<file path="config.mk">
export PLATFORM = sky130hd
export DESIGN_NAME = thinning_acceptor_flat
export DESIGN_NICKNAME = d
export VERILOG_FILES = /design/src/rtl/thinning_acceptor_if.sv /design/src/rtl/thinning_acceptor.sv /design/src/flat_wrapper.sv
export SDC_FILE = /design/constraint.sdc
export NUM_CORES = 1
export LEC_CHECK = 0
export ABC_AREA = 1
export CORE_UTILIZATION = 55
export DETAILED_ROUTE_END_ITERATION = 12
export GPL_ROUTABILITY_DRIVEN = 1
export PLACE_DENSITY = 0.84
export SLEW_MARGIN = 10
export SYNTH_ARGS = -nofsm -noshare
export SYNTH_HDL_FRONTEND = slang
export SYNTH_SLANG_ARGS = --single-unit
</file>
<file path="constraint.sdc">
create_clock -name clk -period 4.5 [get_ports clk]
set_input_delay 0.9 -clock clk [delete_from_list [all_inputs] [get_ports clk]]
set_output_delay 0.9 -clock clk [all_outputs]
set_load 0.03 [all_outputs]
</file>
<file path="src/rtl/thinning_acceptor_if.sv">
// Handshake bundle for the thinning acceptor: random-byte input, ratio input,
// decision output and the counter clear/readback signals.
interface thinning_acceptor_if #(
  parameter int UW    = 16,
  parameter int CNT_W = 16
);
  logic [7:0]       rnd_in;
  logic             rnd_valid;
  logic             rnd_ready;
  logic [UW:0]      ratio_in;
  logic             ratio_valid;
  logic             ratio_ready;
  logic             dec_valid;
  logic             dec_ready;
  logic             dec_accept;
  logic [UW-1:0]    dec_u;
  logic             clr_cnt;
  logic [CNT_W-1:0] trial_cnt;
  logic [CNT_W-1:0] accept_cnt;

  modport master (
    output rnd_in, rnd_valid, ratio_in, ratio_valid, dec_ready, clr_cnt,
    input  rnd_ready, ratio_ready, dec_valid, dec_accept, dec_u, trial_cnt, accept_cnt
  );

  modport slave (
    input  rnd_in, rnd_valid, ratio_in, ratio_valid, dec_ready, clr_cnt,
    output rnd_ready, ratio_ready, dec_valid, dec_accept, dec_u, trial_cnt, accept_cnt
  );
endinterface

</file>
<file path="src/rtl/thinning_acceptor.sv">
// Ogata thinning acceptor: packs UW/8 LFSR bytes MSB-first into a uniform U and
// accepts the candidate iff U < ratio (UQ1.UW), with saturating trial/accept counts.
module thinning_acceptor #(
  parameter int UW    = 16,
  parameter int CNT_W = 16
) (
  input  logic               clk,
  input  logic               rst,
  thinning_acceptor_if.slave bus
);

  localparam int NB    = UW / 8;
  localparam int IDX_W = (NB > 1) ? $clog2(NB) : 1;

  typedef enum logic [1:0] {IDLE, GATHER, OUT} state_t;

  state_t             state_q, state_d;
  logic [IDX_W-1:0]   idx_q;
  logic [UW-1:0]      shift_q;
  logic [UW:0]        ratio_q;
  logic [UW-1:0]      dec_u_q;
  logic               dec_accept_q;
  logic [CNT_W-1:0]   trial_q, accept_q;

  logic               ratio_rdy, rnd_rdy, dec_vld;
  logic               ratio_take, byte_take, dec_take, last_byte;
  logic [UW-1:0]      u_next;
  logic               accept_next;

  function automatic logic [CNT_W-1:0] sat_inc(input logic [CNT_W-1:0] v);
    return (&v) ? v : v + CNT_W'(1);
  endfunction

  // Next-state and handshake outputs
  always_comb begin
    state_d   = state_q;
    ratio_rdy = 1'b0;
    rnd_rdy   = 1'b0;
    dec_vld   = 1'b0;
    case (state_q)
      IDLE: begin
        ratio_rdy = 1'b1;
        if (bus.ratio_valid) state_d = GATHER;
      end
      GATHER: begin
        rnd_rdy = 1'b1;
        if (bus.rnd_valid && last_byte) state_d = OUT;
      end
      OUT: begin
        dec_vld = 1'b1;
        if (bus.dec_ready) state_d = IDLE;
      end
      default: state_d = IDLE;
    endcase
  end

  assign ratio_take = ratio_rdy & bus.ratio_valid;
  assign byte_take  = rnd_rdy & bus.rnd_valid;
  assign dec_take   = dec_vld & bus.dec_ready;
  assign last_byte  = (idx_q == IDX_W'(NB - 1));

  // The shift left drops the oldest byte harmlessly: after NB bytes every bit has been rewritten.
  assign u_next      = (shift_q << 8) | UW'(bus.rnd_in);
  assign accept_next = ({1'b0, u_next} < ratio_q);

  // Control and registered decision state
  always_ff @(posedge clk) begin
    if (rst) begin
      state_q      <= IDLE;
      idx_q        <= '0;
      dec_u_q      <= '0;
      dec_accept_q <= 1'b0;
      trial_q      <= '0;
      accept_q     <= '0;
    end else begin
      state_q <= state_d;
      if (ratio_take) idx_q <= '0;
      if (byte_take) begin
        idx_q <= idx_q + IDX_W'(1);
        if (last_byte) begin
          dec_u_q      <= u_next;
          dec_accept_q <= accept_next;
        end
      end
      // Clear takes priority over a coincident decision handshake.
      if (bus.clr_cnt) begin
        trial_q  <= '0;
        accept_q <= '0;
      end else if (dec_take) begin
        trial_q <= sat_inc(trial_q);
        if (dec_accept_q) accept_q <= sat_inc(accept_q);
      end
    end
  end

  // Datapath holding registers, no reset needed
  always_ff @(posedge clk) begin
    if (ratio_take) ratio_q <= bus.ratio_in;
    if (byte_take)  shift_q <= u_next;
  end

  assign bus.ratio_ready = ratio_rdy;
  assign bus.rnd_ready   = rnd_rdy;
  assign bus.dec_valid   = dec_vld;
  assign bus.dec_u       = dec_u_q;
  assign bus.dec_accept  = dec_accept_q;
  assign bus.trial_cnt   = trial_q;
  assign bus.accept_cnt  = accept_q;

endmodule

</file>
<file path="src/flat_wrapper.sv">
// flat-port wrapper written by rule: the top's interface ports become plain ports
module thinning_acceptor_flat 
#(
  parameter int UW    = 16,
  parameter int CNT_W = 16
)
  (clk, rst, bus_rnd_in, bus_rnd_valid, bus_ratio_in, bus_ratio_valid, bus_dec_ready, bus_clr_cnt, bus_rnd_ready, bus_ratio_ready, bus_dec_valid, bus_dec_accept, bus_dec_u, bus_trial_cnt, bus_accept_cnt);
  thinning_acceptor_if #(.UW(UW), .CNT_W(CNT_W)) bus_i ();
  input  logic clk;
  input  logic rst;
  input wire logic [$bits(bus_i.rnd_in)-1:0] bus_rnd_in;
  input wire logic [$bits(bus_i.rnd_valid)-1:0] bus_rnd_valid;
  input wire logic [$bits(bus_i.ratio_in)-1:0] bus_ratio_in;
  input wire logic [$bits(bus_i.ratio_valid)-1:0] bus_ratio_valid;
  input wire logic [$bits(bus_i.dec_ready)-1:0] bus_dec_ready;
  input wire logic [$bits(bus_i.clr_cnt)-1:0] bus_clr_cnt;
  output wire logic [$bits(bus_i.rnd_ready)-1:0] bus_rnd_ready;
  output wire logic [$bits(bus_i.ratio_ready)-1:0] bus_ratio_ready;
  output wire logic [$bits(bus_i.dec_valid)-1:0] bus_dec_valid;
  output wire logic [$bits(bus_i.dec_accept)-1:0] bus_dec_accept;
  output wire logic [$bits(bus_i.dec_u)-1:0] bus_dec_u;
  output wire logic [$bits(bus_i.trial_cnt)-1:0] bus_trial_cnt;
  output wire logic [$bits(bus_i.accept_cnt)-1:0] bus_accept_cnt;
  assign bus_i.rnd_in = bus_rnd_in;
  assign bus_i.rnd_valid = bus_rnd_valid;
  assign bus_i.ratio_in = bus_ratio_in;
  assign bus_i.ratio_valid = bus_ratio_valid;
  assign bus_i.dec_ready = bus_dec_ready;
  assign bus_i.clr_cnt = bus_clr_cnt;
  assign bus_rnd_ready = bus_i.rnd_ready;
  assign bus_ratio_ready = bus_i.ratio_ready;
  assign bus_dec_valid = bus_i.dec_valid;
  assign bus_dec_accept = bus_i.dec_accept;
  assign bus_dec_u = bus_i.dec_u;
  assign bus_trial_cnt = bus_i.trial_cnt;
  assign bus_accept_cnt = bus_i.accept_cnt;
  thinning_acceptor #(.UW(UW), .CNT_W(CNT_W)) u_core (.clk(clk), .rst(rst), .bus(bus_i));
endmodule
</file>
==> summary.txt, run 1 <==
DP HPWL - 6280 um
Total Routing Usage GR - 0.260
Synth Area in Compound Gates - 0.0753
clock skew - 0.00661 ns
R2R Path Start - u_core.bus.trial_cnt[0]
DRT Wirelength - 8850 um
Adder-Cell Fraction of Synth Area - 0.0559
Hold Crit Class - flip-flop to flip-flop
fin crit share - 0.566
DP Worst Slack - 1.72 ns
Core Region - 6490 um2
clk buf depth - 2
largest family of logic cells by synthesized area - simple AND/OR/NAND/NOR gates
port bufs - 82
post-synth cell types - 28
Net Sw Frac - 0.233
Routed Antenna Nets - 0
commonest non-fill, non-tap cells in the layout - nand2_1 (147), clkdlybuf4s50_1 (82), nor2_1 (68)
setup violators final - 0
R2R Path End - u_core.bus.trial_cnt[3]
Root Driver - clkbuf_8
peak supply drop - 0.000195 V
Reg clk slew, reported paths - 0.08 ns
chip height - 85.2 um
Mapped Nets - 539
Hold-fix buffers, CTS - 0
post-route cell area - 4850 um2
critical path depth - 3
Starting Density - 0.586
Post-CTS Setup Bufs - 0
Synth Area in XOR/XNOR - 0.0299
Final nets - 623
antenna cells - 0
Worst Path Class, Setup - flip-flop to output pin
# rows - 29
sequential share of power - 0.545
Buf/Inv on CP - 2
Gate power share - 0.076
FF+latch count, synth - 77
Avg WL per Cell - 13.5 um
most used flip-flop cell after synthesis - dfxtp_1
Mean Syn Cell Area - 7.75 um2
Hold Crit Start - u_core.bus.dec_u[15]
post-synthesis sequential area ratio - 0.471
Min Hold Slack - 0.446 ns
number of global-route vias before repair - 3,358
Worst setup EP type - output pin
commonest non-fill, non-tap cell in the layout - nand2_1
Pleak - 1.89 nW
largest net degree at the start of global routing - 24
Int Pwr - 1.04 mW
switching component of the power - 0.316 mW
multiplexer share of the synthesized area - 0
Post-synth EDFFs - 25
DRC Markers - 0
Overflow after GRT - 0
RePlAce Congestion - 0.856
placed cell area - 4650 um2
Vias/cell - 5.26
first-pass GRT wire length - 14,900 um
Die X - 85.2 um
CP top delay family - buffers and inverters
# resized after CTS - 0
Final WS setup - 1.95 ns
slew at the pin with the worst max-slew slack - 0.790 ns
Num Clock Sinks - 77
Max Fclk - 393 MHz
CTS buffer count - 9
biggest cell delay along the critical path - 0.68 ns
CP arrival - 1.65 ns
initial drt markers - 180
Clk pwr share - 0.379
Async S/R FF share, synth - 0
drt pass-1 iters - 5
Clock Latency Late Sink - 0.34 ns
status - completed
Critical Path RT - 3.60 ns
Yosys warnings - 0
ratio of cells with drive above 1 in the final layout - 0.0655
hold-critical path endpoint - u_core.bus.dec_u[15]
routed vias - 3,455
H-Tree Level Count - 3
Synth Area in Simple Gates - 0.294
worst path cell trace - nand2_1 -> inv_1 -> clkdlybuf4s50_1
cell count of the worst reg-to-reg path - 9
post-route setup TNS - 0 ns
unrepaired setup endpoints after global routing - no
DIE AREA - 7250 um2
Tmin final - 2.55 ns
power per cell area - 280 nW/um2
Power Total - 1.36 mW
CP startpoint kind - flip-flop
IO Pins - 83
crit path max fanout - 3
maxcap violations - 0
initial antenna violation count - 0
Mapped Cells - 491
slowest CP cell - clkdlybuf4s50_1
Post-Syn Area - 3800 um2
TritonCTS clock tree - done
Max transition margin - 0.473
Final Max Tran Viols - 0
Area Growth Syn to Fin - 27.5%
R2R Setup Slk - 2.37 ns
Fin. Hold Viols - 0
hold depth - 2
==> stage by stage <==
| stage | cells | utilization |
|---|---|---|
| after floorplan | 491 | - |
| after global placement | 641 | 0.716 |
| after detailed placement | 641 | 0.716 |
| after CTS | 657 | 0.747 |
| after global routing | 657 | 0.747 |
| final | 657 | 0.747 |
==> Yosys cell counts, types with 2 or more instances <==
cell | count | area share
nand2_1 | 147 | 0.15
nor2_1 | 68 | 0.067
dfxtp_1 | 52 | 0.27
inv_1 | 51 | 0.050
a21oi_1 | 30 | 0.039
edfxtp_1 | 25 | 0.20
nand3_1 | 24 | 0.032
ha_1 | 17 | 0.056
o21ai_0 | 17 | 0.022
nand4_1 | 11 | 0.018
xor2_1 | 7 | 0.016
xnor2_1 | 6 | 0.014
nand2_2 | 5 | 0.0082
a21oi_2 | 4 | 0.0092
nor2_2 | 4 | 0.0066
nor2_4 | 4 | 0.012
buf_6 | 3 | 0.0089
clkbuf_1 | 3 | 0.0030
inv_2 | 3 | 0.0030
nor3_1 | 2 | 0.0026
==> cells by family (layout without fill, tap and decap cells) <==
kind of cell,Yosys count,in the layout
fa+ha+maj,17,17
flops,77,77
xor+xnor,13,13
simple gates,266,266
buf+inv,65,154
compound gates,53,53
==> per-layer routing <==
metal  GRT usage  up-vias  wire (um)
met5           0        -          0
met4       0.128        0        271
met3      0.0496       27        468
met2       0.427      142       4240
met1       0.329     1553       3870
li1            -     1733          -
==> registers in the layout, indices dropped and copies added, names as in the netlist <==
signal and flops:
u_core.bus.accept_cnt 16, u_core.bus.dec_u 16, u_core.ratio_q 17, u_core.bus.trial_cnt 16, u_core.state_q 2, u_core.bus.dec_accept 1, u_core.shift_q 8, u_core.idx_q 1
==> layout make-up <==
class / instances / area [um2]
clock buffer: 13 / 180
timing repair buffer: 83 / 828
clock inverter: 3 / 17.5
fill: 513 / 1640
multi-input combinational: 349 / 1730
inverter: 55 / 206
sequential: 77 / 1790
tap: 77 / 96.3
==> power groups by stage <==
stage               Clock (mW)  Combinational [mW]  Sequential [mW]
floorplan                    0              0.0480            0.760
global placement             0              0.0983            0.758
detailed placement           0               0.102            0.758
CTS                      0.521               0.103            0.742
global route             0.548               0.114            0.744
finish                   0.515               0.103            0.742
==> worst min-delay path, stage by stage (launching register included) <==
cell     delay [ns]
dfxtp_1        0.31
nand2_1        0.06
nand2_1        0.04
==> worst max path at each step <==
stage	end	from	slack (ns)
after floorplan	u_core.bus.accept_cnt[5]	u_core.bus.accept_cnt[0]	2.74
after global placement	u_core.bus.trial_cnt[10]	bus_dec_ready	1.78
after detailed placement	u_core.bus.trial_cnt[3]	bus_dec_ready	1.72
after CTS	bus_rnd_ready	u_core.state_q[0]	1.96
after global routing	u_core.bus.accept_cnt[13]	rst	1.90
final	bus_rnd_ready	u_core.state_q[0]	1.95
(Power assumes the default switching activity.)
==> run 2, diff against run 1 <==
--- a/config.mk
+++ b/config.mk
@@ -6,10 +6,10 @@
 export NUM_CORES = 1
 export LEC_CHECK = 0
 export ABC_AREA = 1
-export CORE_UTILIZATION = 55
+export CORE_UTILIZATION = 46
 export DETAILED_ROUTE_END_ITERATION = 12
 export GPL_ROUTABILITY_DRIVEN = 1
-export PLACE_DENSITY = 0.84
+export PLACE_DENSITY = 0.75
 export SLEW_MARGIN = 10
 export SYNTH_ARGS = -nofsm -noshare
 export SYNTH_HDL_FRONTEND = slang
==> constraint.sdc (replaced) <==
create_clock -name clk -period 2.25 [get_ports clk]
set_input_delay 0.45 -clock clk [delete_from_list [all_inputs] [get_ports clk]]
set_output_delay 0.45 -clock clk [all_outputs]
set_load 0.03 [all_outputs]
==> summary.txt, run 2 (same netlist as run 1, synthesis figures left out) <==
status - completed
Worst setup EP type - output pin
Core Region - 7850 um2
Tmin final - 2.07 ns
IO Pins - 83
Reg clk slew, reported paths - 0.07 ns
Total Routing Usage GR - 0.221
routed vias - 3,384
power per cell area - 610 nW/um2
dpl cells - 671
R2R Path Start - u_core.bus.accept_cnt[1]
final core occ - 0.636
setup violators final - 0
number of global-route vias before repair - 3,288
initial antenna violation count - 0
TritonCTS clock tree - done
CP arrival - 1.62 ns
DRT Wirelength - 8880 um
peak supply drop - 0.000359 V
Hold-fix buffers, CTS - 0
chip height - 92.9 um
# resized after CTS - 0
post-route cell area - 4990 um2
fin cells - 687
largest net degree at the start of global routing - 24
DP Worst Slack - 0.264 ns
Final nets - 628
RePlAce Congestion - 0.858
Avg WL per Cell - 12.9 um
Fin. Hold Viols - 0
largest register by flop count - u_core.ratio_q
Max transition margin - 0.617
Worst Path Class, Setup - flip-flop to output pin
CP startpoint kind - flip-flop
Pleak - 1.94 nW
Area Growth Syn to Fin - 31.1%
Root Driver - clkbuf_8
Final WS setup - 0.183 ns
commonest non-fill, non-tap cell in the layout - nand2_1
commonest non-fill, non-tap cells in the layout - nand2_1 (147), clkdlybuf4s50_1 (82), nor2_1 (68)
first-pass GRT wire length - 15,000 um
Max Fclk - 484 MHz
DIE AREA - 8640 um2
clock skew - 0.0110 ns
R2R Setup Slk - 0.46 ns
crit path max fanout - 3
post-route setup TNS - 0 ns
CTS buffer count - 9
initial drt markers - 138
Final Max Tran Viols - 0
drt pass-1 iters - 4
Critical Path End - bus_rnd_ready
Power Total - 3.04 mW
Critical Path RT - 1.80 ns
Vias/cell - 4.93
Die X - 92.9 um
port bufs - 82
Hold Crit Class - flip-flop to flip-flop
CP Launch Point - u_core.state_q[0]
DP HPWL - 6440 um
Num Clock Sinks - 77
Starting Density - 0.485
maxcap violations - 0
R2R Path End - u_core.bus.accept_cnt[6]
Overflow after GRT - 0
fillers - 707
DRC Markers - 0
# rows - 32
unrepaired setup endpoints after global routing - no
max reg flops - 17
Routed Antenna Nets - 0
placed cell area - 4730 um2
Clock Latency Late Sink - 0.35 ns
slew at the pin with the worst max-slew slack - 0.575 ns
fin crit share - 0.919
antenna cells - 0
clk buf depth - 2
cell count of the worst reg-to-reg path - 7
H-Tree Level Count - 3
Post-CTS Setup Bufs - 0
Min Hold Slack - 0.447 ns
ratio of cells with drive above 1 in the final layout - 0.0701
run 2: worst max-delay path, cell delays in order (launching register included):
cell	delay, ns
dfxtp_1	0.39
nand2_1	0.10
inv_1	0.11
clkdlybuf4s50_1	0.68
run 2: area by class of cell:
type / count / area (um2) / area share
clock buffer: 12 / 135 / 0.0271
clock inverter: 4 / 120 / 0.0241
inverter: 55 / 206 / 0.0414
multi-input combinational: 349 / 1730 / 0.347
sequential: 77 / 1790 / 0.359
tap: 102 / 128 / 0.0256
timing repair buffer: 88 / 878 / 0.176
run 2: power by group:
group | total [mW] | internal, mW | leakage, nW | switching [mW]
combinational | 0.212 | 0.0965 | 1.16 | 0.116
clock | 1.35 | 0.852 | 0.125 | 0.496
sequential | 1.48 | 1.47 | 0.655 | 0.0142
total | 3.04 | 2.42 | 1.94 | 0.626
run 2: worst min-delay path by stage:
stage / cells after the start / slack (ns) / to / from
after CTS: 2 / 0.45 / u_core.bus.dec_u[10] / u_core.bus.dec_u[10]
after global routing: 2 / 0.48 / u_core.bus.dec_u[15] / u_core.bus.dec_u[15]
after global placement: 2 / 0.43 / u_core.bus.dec_u[10] / u_core.bus.dec_u[10]
after floorplan: 2 / 0.48 / u_core.bus.dec_u[10] / u_core.shift_q[2]
final: 2 / 0.45 / u_core.bus.dec_u[10] / u_core.bus.dec_u[10]
after detailed placement: 2 / 0.44 / u_core.bus.dec_u[10] / u_core.bus.dec_u[10]
run 2: metal layers:
layer | share of wire | GRT usage | wire (um)
met1 | 0.46 | 0.280 | 4050
met2 | 0.48 | 0.376 | 4270
met3 | 0.049 | 0.0534 | 431
met4 | 0.014 | 0.0564 | 124
met5 | 0 | 0 | 0
